## src/rtl/pc_control_unit_pkg.sv

```systemverilog
// Shared types and constants for the PC control unit.
// Holds the FSM state encoding, next-PC select encoding and PC step size.
// No ports; imported by the interface, the select mux and the top.
package pc_control_unit_pkg;

  // Two-state control FSM: fetch advances in RUN, is frozen in HALT.
  typedef enum logic {
    RUN  = 1'b0,
    HALT = 1'b1
  } state_t;

  // Source of the next PC when the PC register is loaded.
  typedef enum logic {
    SEL_SEQ = 1'b0,  // pc + PC_STEP
    SEL_TGT = 1'b1   // word-aligned jump/branch target
  } sel_t;

  // Instructions are one word wide.
  localparam int PC_STEP = 4;

  // A redirect target is misaligned when either of its byte-offset bits is set.
  function automatic logic is_misaligned(input logic [1:0] lo);
    return |lo;
  endfunction

endpackage

```

## src/rtl/pc_control_unit_if.sv

```systemverilog
// Control/status bundle between the pipeline front end and the PC control unit.
// master: drives stall/jmp_en/br_en/br_cond/target/halt/resume, observes PC state.
// slave:  the PC control unit; drives pc/pc_plus4/redirect/misalign/halted/retire_cnt.
interface pc_control_unit_if #(
  parameter int ADDR_W = 32
) ();

  // Control requests, sampled on the rising clock edge.
  logic              stall;
  logic              jmp_en;
  logic              br_en;
  logic              br_cond;
  logic [ADDR_W-1:0] target;
  logic              halt;
  logic              resume;

  // PC state and status.
  logic [ADDR_W-1:0] pc;
  logic [ADDR_W-1:0] pc_plus4;
  logic              redirect;
  logic              misalign;
  logic              halted;
  logic [31:0]       retire_cnt;

  modport master (
    output stall, jmp_en, br_en, br_cond, target, halt, resume,
    input  pc, pc_plus4, redirect, misalign, halted, retire_cnt
  );

  modport slave (
    input  stall, jmp_en, br_en, br_cond, target, halt, resume,
    output pc, pc_plus4, redirect, misalign, halted, retire_cnt
  );

endinterface

```

## src/rtl/pc_control_unit_next_pc_sel.sv

```systemverilog
// Next-PC mux: chooses the sequential PC or the word-aligned redirect target.
// Latency: purely combinational. Backpressure: none (hold is handled by the caller).
// Ports: pc_plus4, target, select in; next_pc out.
module next_pc_sel
  import pc_control_unit_pkg::*;
#(
  parameter int ADDR_W = 32
) (
  input  logic [ADDR_W-1:0] pc_plus4,
  input  logic [ADDR_W-1:0] target,
  input  sel_t              select,
  output logic [ADDR_W-1:0] next_pc
);

  // Clears the byte-offset bits so redirects always land on a word boundary.
  localparam logic [ADDR_W-1:0] WORD_MASK = ~ADDR_W'(3);

  always_comb begin
    next_pc = pc_plus4;
    if (select == SEL_TGT) begin
      next_pc = target & WORD_MASK;
    end
  end

endmodule

```

## src/rtl/pc_control_unit.sv

```systemverilog
// Program-counter control: sequential fetch, jumps, taken branches, stall and halt/resume.
// Latency: controls sampled at edge N show on pc after edge N; redirect pulses the cycle after.
// Backpressure: stall freezes pc/retire_cnt for a cycle; HALT freezes everything until resume.
// Ports: clk, rst (sync, active high), bus (pc_control_unit_if.slave).
module pc_control_unit
  import pc_control_unit_pkg::*;
#(
  parameter int              ADDR_W   = 32,
  parameter logic [ADDR_W-1:0] RESET_PC = '0
) (
  input  logic               clk,
  input  logic               rst,
  pc_control_unit_if.slave   bus
);

  state_t            state_q;
  state_t            state_d;
  logic [ADDR_W-1:0] pc_q;
  logic [ADDR_W-1:0] pc_plus4;
  logic [ADDR_W-1:0] next_pc;
  logic              redirect_q;
  logic              misalign_q;
  logic [31:0]       retire_q;

  // Decoded per-cycle actions.
  logic              load_pc;   // pc register takes next_pc this edge
  logic              take;      // the load comes from the target (jump or taken branch)
  sel_t              select;

  assign pc_plus4 = pc_q + ADDR_W'(PC_STEP);

  // Next-state and action decode. In RUN the priority is
  // halt > stall > jump > taken branch > sequential; HALT only listens to resume.
  always_comb begin
    state_d = state_q;
    load_pc = 1'b0;
    take    = 1'b0;
    case (state_q)
      RUN: begin
        if (bus.halt) begin
          state_d = HALT;
        end else if (!bus.stall) begin
          load_pc = 1'b1;
          take    = bus.jmp_en | (bus.br_en & bus.br_cond);
        end
      end
      HALT: begin
        // The first advance after resume happens one cycle later, from RUN.
        if (bus.resume) begin
          state_d = RUN;
        end
      end
      default: begin
        state_d = RUN;
      end
    endcase
  end

  assign select = take ? SEL_TGT : SEL_SEQ;

  next_pc_sel #(
    .ADDR_W (ADDR_W)
  ) u_next_pc_sel (
    .pc_plus4 (pc_plus4),
    .target   (bus.target),
    .select   (select),
    .next_pc  (next_pc)
  );

  always_ff @(posedge clk) begin
    if (rst) begin
      state_q    <= RUN;
      pc_q       <= RESET_PC;
      redirect_q <= 1'b0;
      misalign_q <= 1'b0;
      retire_q   <= '0;
    end else begin
      state_q    <= state_d;
      redirect_q <= load_pc & take;
      if (load_pc) begin
        pc_q     <= next_pc;
        retire_q <= retire_q + 32'd1;
      end
      // Sticky until reset: software reads it as "some redirect was bad".
      if (load_pc && take && is_misaligned(bus.target[1:0])) begin
        misalign_q <= 1'b1;
      end
    end
  end

  assign bus.pc         = pc_q;
  assign bus.pc_plus4   = pc_plus4;
  assign bus.redirect   = redirect_q;
  assign bus.misalign   = misalign_q;
  assign bus.halted     = (state_q == HALT);
  assign bus.retire_cnt = retire_q;

endmodule

```

## src/flat_wrapper.sv

```systemverilog
// flat-port wrapper written by rule: the top's interface ports become plain ports
module pc_control_unit_flat import pc_control_unit_pkg::*;
#(
  parameter int              ADDR_W   = 32,
  parameter logic [ADDR_W-1:0] RESET_PC = '0
)
  (clk, rst, bus_stall, bus_jmp_en, bus_br_en, bus_br_cond, bus_target, bus_halt, bus_resume, bus_pc, bus_pc_plus4, bus_redirect, bus_misalign, bus_halted, bus_retire_cnt);
  pc_control_unit_if #(.ADDR_W(ADDR_W)) bus_i ();
  input  logic clk;
  input  logic rst;
  input wire logic [$bits(bus_i.stall)-1:0] bus_stall;
  input wire logic [$bits(bus_i.jmp_en)-1:0] bus_jmp_en;
  input wire logic [$bits(bus_i.br_en)-1:0] bus_br_en;
  input wire logic [$bits(bus_i.br_cond)-1:0] bus_br_cond;
  input wire logic [$bits(bus_i.target)-1:0] bus_target;
  input wire logic [$bits(bus_i.halt)-1:0] bus_halt;
  input wire logic [$bits(bus_i.resume)-1:0] bus_resume;
  output wire logic [$bits(bus_i.pc)-1:0] bus_pc;
  output wire logic [$bits(bus_i.pc_plus4)-1:0] bus_pc_plus4;
  output wire logic [$bits(bus_i.redirect)-1:0] bus_redirect;
  output wire logic [$bits(bus_i.misalign)-1:0] bus_misalign;
  output wire logic [$bits(bus_i.halted)-1:0] bus_halted;
  output wire logic [$bits(bus_i.retire_cnt)-1:0] bus_retire_cnt;
  assign bus_i.stall = bus_stall;
  assign bus_i.jmp_en = bus_jmp_en;
  assign bus_i.br_en = bus_br_en;
  assign bus_i.br_cond = bus_br_cond;
  assign bus_i.target = bus_target;
  assign bus_i.halt = bus_halt;
  assign bus_i.resume = bus_resume;
  assign bus_pc = bus_i.pc;
  assign bus_pc_plus4 = bus_i.pc_plus4;
  assign bus_redirect = bus_i.redirect;
  assign bus_misalign = bus_i.misalign;
  assign bus_halted = bus_i.halted;
  assign bus_retire_cnt = bus_i.retire_cnt;
  pc_control_unit #(.ADDR_W(ADDR_W), .RESET_PC(RESET_PC)) u_core (.clk(clk), .rst(rst), .bus(bus_i));
endmodule
```

## config.mk

```make
export PLATFORM = sky130hd
export DESIGN_NAME = pc_control_unit_flat
export DESIGN_NICKNAME = d
export VERILOG_FILES = /design/src/rtl/pc_control_unit_pkg.sv /design/src/rtl/pc_control_unit_if.sv /design/src/rtl/pc_control_unit_next_pc_sel.sv /design/src/rtl/pc_control_unit.sv /design/src/flat_wrapper.sv
export SDC_FILE = /design/constraint.sdc
export NUM_CORES = 1
export LEC_CHECK = 0
export CAP_MARGIN = 30
export CORE_ASPECT_RATIO = 1.5
export CORE_MARGIN = 2
export CORE_UTILIZATION = 39
export DETAILED_ROUTE_END_ITERATION = 12
export HOLD_SLACK_MARGIN = 0.12
export PLACE_DENSITY_LB_ADDON = 0.08
export REMOVE_ABC_BUFFERS = 1
export SKIP_CTS_REPAIR_TIMING = 1
export SLEW_MARGIN = 20
export SYNTH_ARGS = -nofsm -noshare
export SYNTH_HDL_FRONTEND = slang
export SYNTH_HIERARCHICAL = 1
export SYNTH_SLANG_ARGS = --single-unit
export TNS_END_PERCENT = 50
```

## constraint.sdc

```tcl
create_clock -name clk -period 2.4 [get_ports clk]
set_input_delay 0.36 -clock clk [delete_from_list [all_inputs] [get_ports clk]]
set_output_delay 0.36 -clock clk [all_outputs]
set_load 0.005 [all_outputs]
```

==> flow_summary.json, run 1 <==
{
  "hpwl_mm": 7.95,
  "drv_cap": 0,
  "avgSynthCellArea_sq_um": 8.43,
  "layout_setup_ws_ns": 0.00563,
  "yosysWarnings": 6,
  "drc_errors": 0,
  "slew_headroom_pct": 60.6,
  "grt_max_degree": 38,
  "final_max_slew_viol_count": 0,
  "cp_max_fo": 4,
  "power.density_nw_per_um2": 447,
  "die-area_sq_um": 10500,
  "crit_start": "u_core/bus.pc[3]$_SDFFE_PP0P_",
  "grt_overflow_total": 0,
  "hold_end": "u_core/bus.misalign$_SDFFE_PP0P_",
  "combinationalPowerShare_pct": 10.2,
  "wl_per_cell_microns": 15.0,
  "yosysTopAreaCell": "dfxtp_1",
  "final_cell_mix": "clkdlybuf4s50_1, nand2_1, dfxtp_1, a21oi_1, buf_4",
  "postSynthCellCount": 447,
  "p_total_mw": 2.69,
  "status": "finished, final reports clean",
  "cts_root_buffer": "clkbuf_16",
  "rsz0062_at_grt": "yes",
  "path_clk_slew_ns": 0.05,
  "min_path_cells": 2,
  "dpl-instance-area_sq_um": 5460,
  "syn_area_sq_um": 3770,
  "final.setup_skew_ns": 0.00630,
  "fmax_mhz": 418,
  "hold_class": "reg2reg",
  "r2r_start": "u_core/bus.retire_cnt[0]$_SDFFE_PP0P_",
  "worstPathArrival_ns": 2.03,
  "cts_max_level": 3,
  "die_x_microns": 84.2,
  "peakVddDrop_mv": 0.404,
  "netSwitchingPower_uw": 580,
  "crit_path_end_kind": "primary output",
  "period_minus_slack_ns": 2.39,
  "crit_type": "reg2out",
  "p_sw_share_pct": 21.5,
  "vias": 3919,
  "r2r-end": "u_core/bus.retire_cnt[16]$_SDFFE_PP0P_",
  "post-route-cell-area_sq_um": 6020,
  "p_seq_share_pct": 42.2,
  "totalWireLength_mm": 11.0,
  "pre_cts_ws_ns": -0.233,
  "antenna_found_initial": 0,
  "gp_congestion": 0.821,
  "clkSinkCount": 67,
  "setup_viol": 0,
  "hold_start": "u_core/bus.misalign$_SDFFE_PP0P_",
  "clockBufferDepth": 2,
  "io_buffers": 138,
  "fin_nets": 658,
  "core_sq_um": 9310,
  "cts_tree": "built",
  "synth_seq_cells": 67,
  "first_pass_iters": 4,
  "drt.antenna.violating_nets": 0,
  "start_util_pct": 40.5,
  "cts_buffers": 9,
  "yosysUniqueCellTypes": 36,
  "grt_pass1_wl_mm": 18.0,
  "crit_required_ns": 2.04,
  "clock_latency_ns": 0.33,
  "drtIter0Drc": 174,
  "die_h_microns": 124,
  "rr_worst_depth": 5,
  "grt.total_usage_pct": 20.8,
  "yosysSeqAreaShare_pct": 35.6,
  "fp-row-count": 43,
  "vias_per_cell": 5.35,
  "drive_gt1_share_pct": 22.5,
  "period_share_pct": 99.8,
  "fin_util_pct": 64.7,
  "synthTopCellsByArea": "dfxtp_1, mux2_4, nand2_1, a21oi_1, xnor2_1",
  "critPathLaunchType": "flip-flop",
  "tightest_slew_ns": 0.590,
  "antenna_cells": 0,
  "yosysTopAreaCellShare_pct": 35.6,
  "syn2layout_area_growth_pct": 60.0,
  "power_leakage_nw": 2.45,
  "internal_power_mw": 2.11,
  "num_io_pins": 139,
  "clkPwrFrac_pct": 47.6,
  "grt_pass1_vias": 3808,
  "reg2reg_slack_ns": 0.13,
  "hold_viol": 0,
  "final_common_cell": "clkdlybuf4s50_1"
}
[registers in the layout, indices dropped and copies added (netlist names)]
signal and flops:
u_core/bus.pc 32, u_core/bus.retire_cnt 32, u_core/bus.halted 1, u_core/bus.misalign 1
u_core/bus.redirect 1
[Yosys cell counts]
master    instances
nand3_1          21
mux2_4           28
nand2_1          82
and2b_2           2
and4_1            5
dfxtp_1          67
nor3_1            3
clkbuf_1         19
o21ai_0           1
o21ai_1           5
inv_1             8
buf_4             2
buf_12            2
buf_1             3
and3_1            5
nor4_1            4
mux2_2            2
buf_6             2
or2_1             1
and2_1            3
or2_2             2
nand2b_1          1
xor2_1            9
a21oi_1          55
nor2_1           19
buf_2             1
nor4b_2           1
or4_1            17
ha_1              2
or4b_1            1
xnor2_1          30
o31ai_1          15
or3_1             7
a211oi_1          1
nand4_1          20
nor4_2            1
[area by class of cell]
type	instances	area (sq um)
fill	818	3280
multi-input combinational	343	2410
timing repair buffer	187	1800
sequential	67	1350
clock buffer	10	239
tap	112	140
clock inverter	6	55.1
inverter	8	30.0
[layer usage]
layer	GRT usage (%)	vias to the layer above	share of wire, %	wire [microns]
met3	4.57	12	5.1	564
met1	24.2	1870	41	4490
met5	0	-	0	0
met2	37.0	105	52	5750
met4	7.31	0	1.7	183
li1	-	1932	-	-
[worst max-delay path by stage]
| stage | cells after the start | end |
|---|---|---|
| floorplan | 5 | u_core/bus.pc[29]$_SDFFE_PP0P_ |
| global placement | 5 | u_core/bus.retire_cnt[16]$_SDFFE_PP0P_ |
| detailed placement | 5 | u_core/bus.retire_cnt[16]$_SDFFE_PP0P_ |
| CTS | 7 | bus_pc_plus4[26] |
| global route | 5 | bus_pc_plus4[11] |
| finish | 5 | bus_pc_plus4[11] |
[power groups by stage]
stage | logic, mW | registers [mW] | clock network, mW
3_3_place_gp | 0.270 | 1.16 | 0
3_5_place_dp | 0.272 | 1.16 | 0
2_1_floorplan | 0.0939 | 1.16 | 0
5_1_grt | 0.296 | 1.14 | 1.37
6_report | 0.274 | 1.14 | 1.28
4_1_cts | 0.273 | 1.13 | 1.31
[kinds of logic (layout without fill, tap and decap cells)]
group | Yosys count | in the layout | share of synthesized area (%)
buffers and inverters | 37 | 211 | 5.18
and+or+nand+nor | 195 | 195 | 26.4
xor gates and xnor gates | 39 | 39 | 9.07
DFF | 67 | 67 | 35.6
adders and majority gates | 2 | 2 | 0.664
muxes | 30 | 30 | 11.8
AOI/OAI and AO/OA | 77 | 77 | 11.3
[through the flow]
stage	hold WS, ns	TNS [ns]	std cells
final	0.447	0	733
after detailed placement	0.441	-2.59	709
after global placement	0.438	-1.33	709
after CTS	0.452	-4.99	725
after global routing	0.470	-0.598	733
after floorplan	0.429	-51.68	418
[critical path, stage by stage, from the launching register on]
cell and delay, ns:
dfxtp_2 0.34, nand4_1 0.23, nor2_1 0.22, and3_1 0.19, xor2_1 0.18, clkdlybuf4s50_1 0.55
(Power assumes the default switching activity.)
==> inputs of run 2 (changes only) <==
Settings changed: ABC_AREA from default to 1, CTS_BUF_LIST from default to sky130_fd_sc_hd__clkbuf_16, SLEW_MARGIN 20 to default.
==> run 2 against run 1 <==
- the run now ends with setup timing left
- cell area rose by 8.3%
- critical endpoint is now bus_pc_plus4[21]
- global-route usage rose by 4.1 points
- critical path type unchanged
- clock-buffer cell count down 1
- largest power group unchanged
==> flow_summary.json, run 2 <==
{
  "p_seq_share_pct": 36.1,
  "final_cell_count_no_fill": 987,
  "slew_headroom_pct": 74.0,
  "synth_seq_cells": 67,
  "status": "finished with violations",
  "final_common_cell": "nand2_1",
  "fmax_mhz": 396,
  "drtIter0Drc": 204,
  "fillers": 999,
  "fp-row-count": 46,
  "fin_util_pct": 61.3,
  "hold_ws_ns": 0.458,
  "power.density_nw_per_um2": 514,
  "period_share_pct": 105,
  "gp_congestion": 0.975,
  "final.setup_skew_ns": 0.00576,
  "synthArstFlopShare_pct": 0,
  "hpwl_mm": 11.0,
  "grt_pass1_vias": 4861,
  "layout_setup_ws_ns": -0.124,
  "synth_commonest_cells": "nand2_1, nor2_1, dfxtp_1, inv_1, o21ai_0",
  "syn2layout_area_growth_pct": 51.9,
  "clkPwrFrac_pct": 48.7,
  "postSynthCellCount": 686,
  "drive_gt1_share_pct": 15.8,
  "die_h_microns": 133,
  "cts_root_buffer": "clkbuf_16",
  "synthTopCellsByArea": "dfxtp_1, nand2_1, nor2_1, inv_1, o21ai_0",
  "tns_ns": -0.826,
  "totalWireLength_mm": 14.6,
  "num_io_pins": 139,
  "final_max_slew_viol_count": 0,
  "rsz0062_at_grt": "yes",
  "p_total_mw": 3.35,
  "cts_buffers": 9,
  "yosysTopAreaCellShare_pct": 31.2,
  "period_minus_slack_ns": 2.52,
  "grt.total_usage_pct": 24.9,
  "drt.antenna.violating_nets": 0,
  "critPathLaunchType": "flip-flop",
  "netSwitchingPower_uw": 797,
  "crit_type": "reg2out",
  "clockBufferDepth": 2,
  "die-area_sq_um": 11900,
  "setup_viol": 9,
  "cts_max_level": 3,
  "antenna_found_initial": 0,
  "tightest_slew_ns": 0.389,
  "ys.flop_type": "dfxtp_1",
  "yosysWarnings": 6,
  "yosysTopAreaCell": "dfxtp_1",
  "core_sq_um": 10600,
  "cts_tree": "built",
  "vias": 4838,
  "violations": "setup timing",
  "worstPathArrival_ns": 2.16,
  "crit_required_ns": 2.04,
  "fin_nets": 880,
  "final_cell_mix": "nand2_1, clkdlybuf4s50_1, nor2_1, inv_1, dfxtp_1",
  "first_pass_iters": 5,
  "clkSinkCount": 67,
  "path_clk_slew_ns": 0.06,
  "p_sw_share_pct": 23.8,
  "yosysSeqAreaShare_pct": 31.2,
  "wl_per_cell_microns": 14.8,
  "place_inst": 966,
  "grt_max_degree": 58,
  "drv_cap": 0,
  "antenna_cells": 0,
  "yosysUniqueCellTypes": 33,
  "grt_overflow_total": 0,
  "die_x_microns": 89.7,
  "crit_path_end_kind": "primary output",
  "synth_edf_count": 0,
  "syn_area_sq_um": 4300,
  "peakVddDrop_mv": 0.323,
  "hold_viol": 0,
  "hold_class": "reg2reg",
  "cp_max_fo": 4,
  "combinationalPowerShare_pct": 15.2,
  "grt_pass1_wl_mm": 23.1,
  "io_buffers": 138,
  "internal_power_mw": 2.56,
  "drc_errors": 0,
  "clock_latency_ns": 0.33,
  "avgSynthCellArea_sq_um": 6.26,
  "start_util_pct": 40.3,
  "yosysMostFrequentCell": "nand2_1",
  "vias_per_cell": 4.90,
  "power_leakage_nw": 2.91
}
-- run 2: critical path: stages (launching register included) --
cell and delay [ns]:
dfxtp_1 0.33, buf_4 0.13, nand2_1 0.08, nor2_4 0.19, inv_1 0.09, nor3_1 0.22, xor2_1 0.25, clkdlybuf4s50_1 0.54
-- run 2: logic make-up after synthesis --
kind of cell | Yosys count | synth area share (%)
XOR/XNOR | 27 | 5.51
buffers and inverters | 96 | 10.3
AO/OA/AOI/OAI | 72 | 8.48
AND/OR/NAND/NOR | 422 | 43.9
adder cells (fa/ha/maj) | 2 | 0.582
flip-flops | 67 | 31.2
-- run 2: power groups by stage --
stage	logic (mW)	clock network (mW)	registers [mW]
4_1_cts	0.508	1.66	1.20
3_5_place_dp	0.504	0	1.23
3_3_place_gp	0.501	0	1.23
2_1_floorplan	0.184	0	1.23
6_report	0.511	1.63	1.21
5_1_grt	0.562	1.71	1.22
-- run 2: final timing paths --
kind                                          from                               end  slack, ns  cells past startpoint
setup / recovery     u_core/bus.pc[3]$_SDFFE_PP0P_                  bus_pc_plus4[21]      -0.12                      7
setup reg to reg     u_core/bus.pc[3]$_SDFFE_PP0P_    u_core/bus.pc[25]$_SDFFE_PP0P_       0.56                     11
hold / removal    u_core/bus.misalign$_SDFFE_PP0P_  u_core/bus.misalign$_SDFFE_PP0P_       0.46                      2
hold reg to reg   u_core/bus.misalign$_SDFFE_PP0P_  u_core/bus.misalign$_SDFFE_PP0P_       0.46                      2
-- run 2: per-layer routing --
metal | vias to the layer above | routed length, microns | global-route usage (%)
li1 | 2451 | - | -
met1 | 2222 | 5260 | 26.3
met2 | 136 | 8040 | 45.5
met3 | 29 | 772 | 4.68
met4 | 0 | 495 | 11.4
met5 | - | 0 | 0
-- run 2: final cells by class --
type / instances / area [sq um] / area share, %
multi-input cells: 523 / 2700 / 41.4
repair buffers: 165 / 1640 / 25.1
flip-flops and latches: 67 / 1360 / 20.9
inverters: 72 / 275 / 4.22
clock buffers: 9 / 225 / 3.45
well taps: 144 / 180 / 2.76
clock inverters: 7 / 141 / 2.17
-- run 2: per-stage QoR --
step                cell area [sq um]  worst slack, ns
floorplan                        4130           -0.259
global placement                 5880           0.0133
detailed placement               5880          -0.0109
CTS                              6250           -0.372
global route                     6530           -0.247
finish                           6530           -0.124
==> inputs of run 3 (changes only) <==
Settings changed: CORE_MARGIN 2 to default, CORE_UTILIZATION 39 to 47.
==> run 3 against run 2 <==
- the flow still finishes with violations (setup timing)
- non-clock buffer count grew 5
- power down 2.8%
- critical endpoint is now bus_pc_plus4[19]
- register-to-register slack got worse by 0.13 ns
- highest routed layer unchanged
- largest power group unchanged
- first-iteration DRC count up 32%
- core utilization is 13 points higher
- global-route usage is 5.2 points higher
- critical path depth shrank 1
- routed wire length is 2.3% higher
- combinational power increased by 3%
==> flow_summary.json, run 3 (same netlist as run 2, synthesis figures left out) <==
{
  "violations": "setup timing",
  "antenna_found_initial": 0,
  "final_cell_count_no_fill": 958,
  "hold_viol": 0,
  "grt_overflow_total": 0,
  "antenna_cells": 0,
  "drive_gt1_share_pct": 17.2,
  "io_buffers": 138,
  "critPathLaunchType": "flip-flop",
  "die_x_microns": 80.1,
  "first_pass_iters": 5,
  "vias": 5027,
  "reg2reg_slack_ns": 0.43,
  "r2r-end": "u_core/bus.pc[24]$_SDFFE_PP0P_",
  "final.setup_skew_ns": 0.00633,
  "cts_root_buffer": "clkbuf_16",
  "path_clk_slew_ns": 0.06,
  "r2r_start": "u_core/bus.pc[3]$_SDFFE_PP0P_",
  "grt.total_usage_pct": 30.1,
  "grt_pass1_wl_mm": 21.9,
  "drt.antenna.violating_nets": 0,
  "final_cell_mix": "nand2_1, clkdlybuf4s50_1, nor2_1, inv_1, dfxtp_1",
  "power_leakage_nw": 2.87,
  "min_path_cells": 2,
  "hold_start": "u_core/bus.misalign$_SDFFE_PP0P_",
  "cp_max_fo": 3,
  "period_minus_slack_ns": 2.61,
  "place_inst": 935,
  "core_sq_um": 8830,
  "worstPathArrival_ns": 2.25,
  "fp-row-count": 42,
  "rsz0062_at_grt": "yes",
  "peakVddDrop_mv": 0.429,
  "hold_end": "u_core/bus.misalign$_SDFFE_PP0P_",
  "period_share_pct": 109,
  "status": "finished with violations",
  "start_util_pct": 48.7,
  "grt_max_degree": 53,
  "clockBufferDepth": 2,
  "p_sw_share_pct": 24.7,
  "syn2layout_area_growth_pct": 52.3,
  "crit_path_end_kind": "primary output",
  "clock_latency_ns": 0.32,
  "internal_power_mw": 2.45,
  "drv_cap": 0,
  "hold_class": "reg2reg",
  "fmax_mhz": 384,
  "num_io_pins": 139,
  "p_seq_share_pct": 37.1,
  "clkSinkCount": 67,
  "drtIter0Drc": 270,
  "hold_ws_ns": 0.454,
  "wl_per_cell_microns": 15.5,
  "cts_tree": "built",
  "totalWireLength_mm": 14.9,
  "vias_per_cell": 5.25,
  "final_common_cell": "nand2_1",
  "crit_type": "reg2out",
  "grt_pass1_vias": 4767,
  "tightest_slew_ns": 0.334,
  "cts_max_level": 3,
  "crit_required_ns": 2.04,
  "layout_setup_ws_ns": -0.206,
  "combinationalPowerShare_pct": 16.1,
  "fin_nets": 885,
  "drc_errors": 0,
  "cts_buffers": 9,
  "netSwitchingPower_uw": 805,
  "die-area_sq_um": 9530,
  "final_max_slew_viol_count": 0,
  "die_h_microns": 119,
  "power.density_nw_per_um2": 498,
  "slew_headroom_pct": 77.8,
  "gp_congestion": 0.938,
  "hpwl_mm": 10.8,
  "rr_worst_depth": 13,
  "setup_viol": 9,
  "clkPwrFrac_pct": 46.7
}
==> run 3: cell types whose count changed in the layout (fill, tap and decap cells not counted), moves of 3 or more <==
cell     change
nor2_2       -7
buf_4        +6
nor3_2       +5
nor2_1       +4
dfxtp_1      -3
nor2_4       +3
nor3_1       -3
xor2_1       -3
xor2_2       +3
==> run 3: area by class of cell <==
class	instances	area, sq um
Clock buffer	9	225
Sequential cell	67	1370
Timing Repair Buffer	170	1660
Fill cell	777	2290
Inverter	72	275
Tap cell	110	138
Clock inverter	7	116
Multi-Input combinational cell	523	2760
==> run 3: critical path, stage by stage, from the launching register on <==
cell	delay, ns
dfxtp_1	0.37
nand2_1	0.15
nor2_1	0.17
nand2_1	0.10
nor3_1	0.28
xor2_1	0.29
clkdlybuf4s50_1	0.56
==> run 3: metrics by stage <==
stage | power [mW] | TNS (ns) | setup WS (ns) | util [%] | area, sq um
6_report | 3.26 | -1.10 | -0.206 | 74.1 | 6540
5_1_grt | 3.39 | -1.89 | -0.261 | 74.1 | 6540
4_1_cts | 3.26 | -5.07 | -0.314 | 70.1 | 6190
3_5_place_dp | 1.73 | 0 | 0.0589 | 66.3 | 5850
3_3_place_gp | 1.73 | 0 | 0.0741 | 66.3 | 5850
2_1_floorplan | 1.41 | -7.37 | -0.259 | - | 4130
==> run 3: layer usage <==
layer | track usage [%] | vias up | part of all wire (%)
met5 | 0 | - | 0
met4 | 17.2 | 0 | 4.9
met3 | 5.44 | 46 | 5.4
met2 | 57.8 | 193 | 54
met1 | 28.5 | 2330 | 35
li1 | - | 2458 | -
==> run 3: power by group through the flow <==
stage	sequential (mW)	clock, mW	combinational, mW
6_report	1.21	1.52	0.526
5_1_grt	1.22	1.60	0.569
4_1_cts	1.20	1.55	0.510
3_5_place_dp	1.23	0	0.505
3_3_place_gp	1.23	0	0.503
2_1_floorplan	1.23	0	0.184
==> run 3: how the worst max path moves through the flow <==
stage	startpoint	endpoint	slack (ns)	depth (start not counted)
global placement	u_core/bus.pc[4]$_SDFFE_PP0P_	bus_pc_plus4[25]	0.07	7
floorplan	u_core/bus.halted$_SDFF_PP0_	u_core/bus.pc[10]$_SDFFE_PP0P_	-0.26	8
detailed placement	u_core/bus.pc[2]$_SDFFE_PP0P_	bus_pc_plus4[24]	0.06	10
global route	u_core/bus.pc[3]$_SDFFE_PP0P_	bus_pc_plus4[23]	-0.26	7
finish	u_core/bus.pc[16]$_SDFFE_PP0P_	bus_pc_plus4[19]	-0.21	6
CTS	u_core/bus.pc[2]$_SDFFE_PP0P_	bus_pc_plus4[30]	-0.31	8
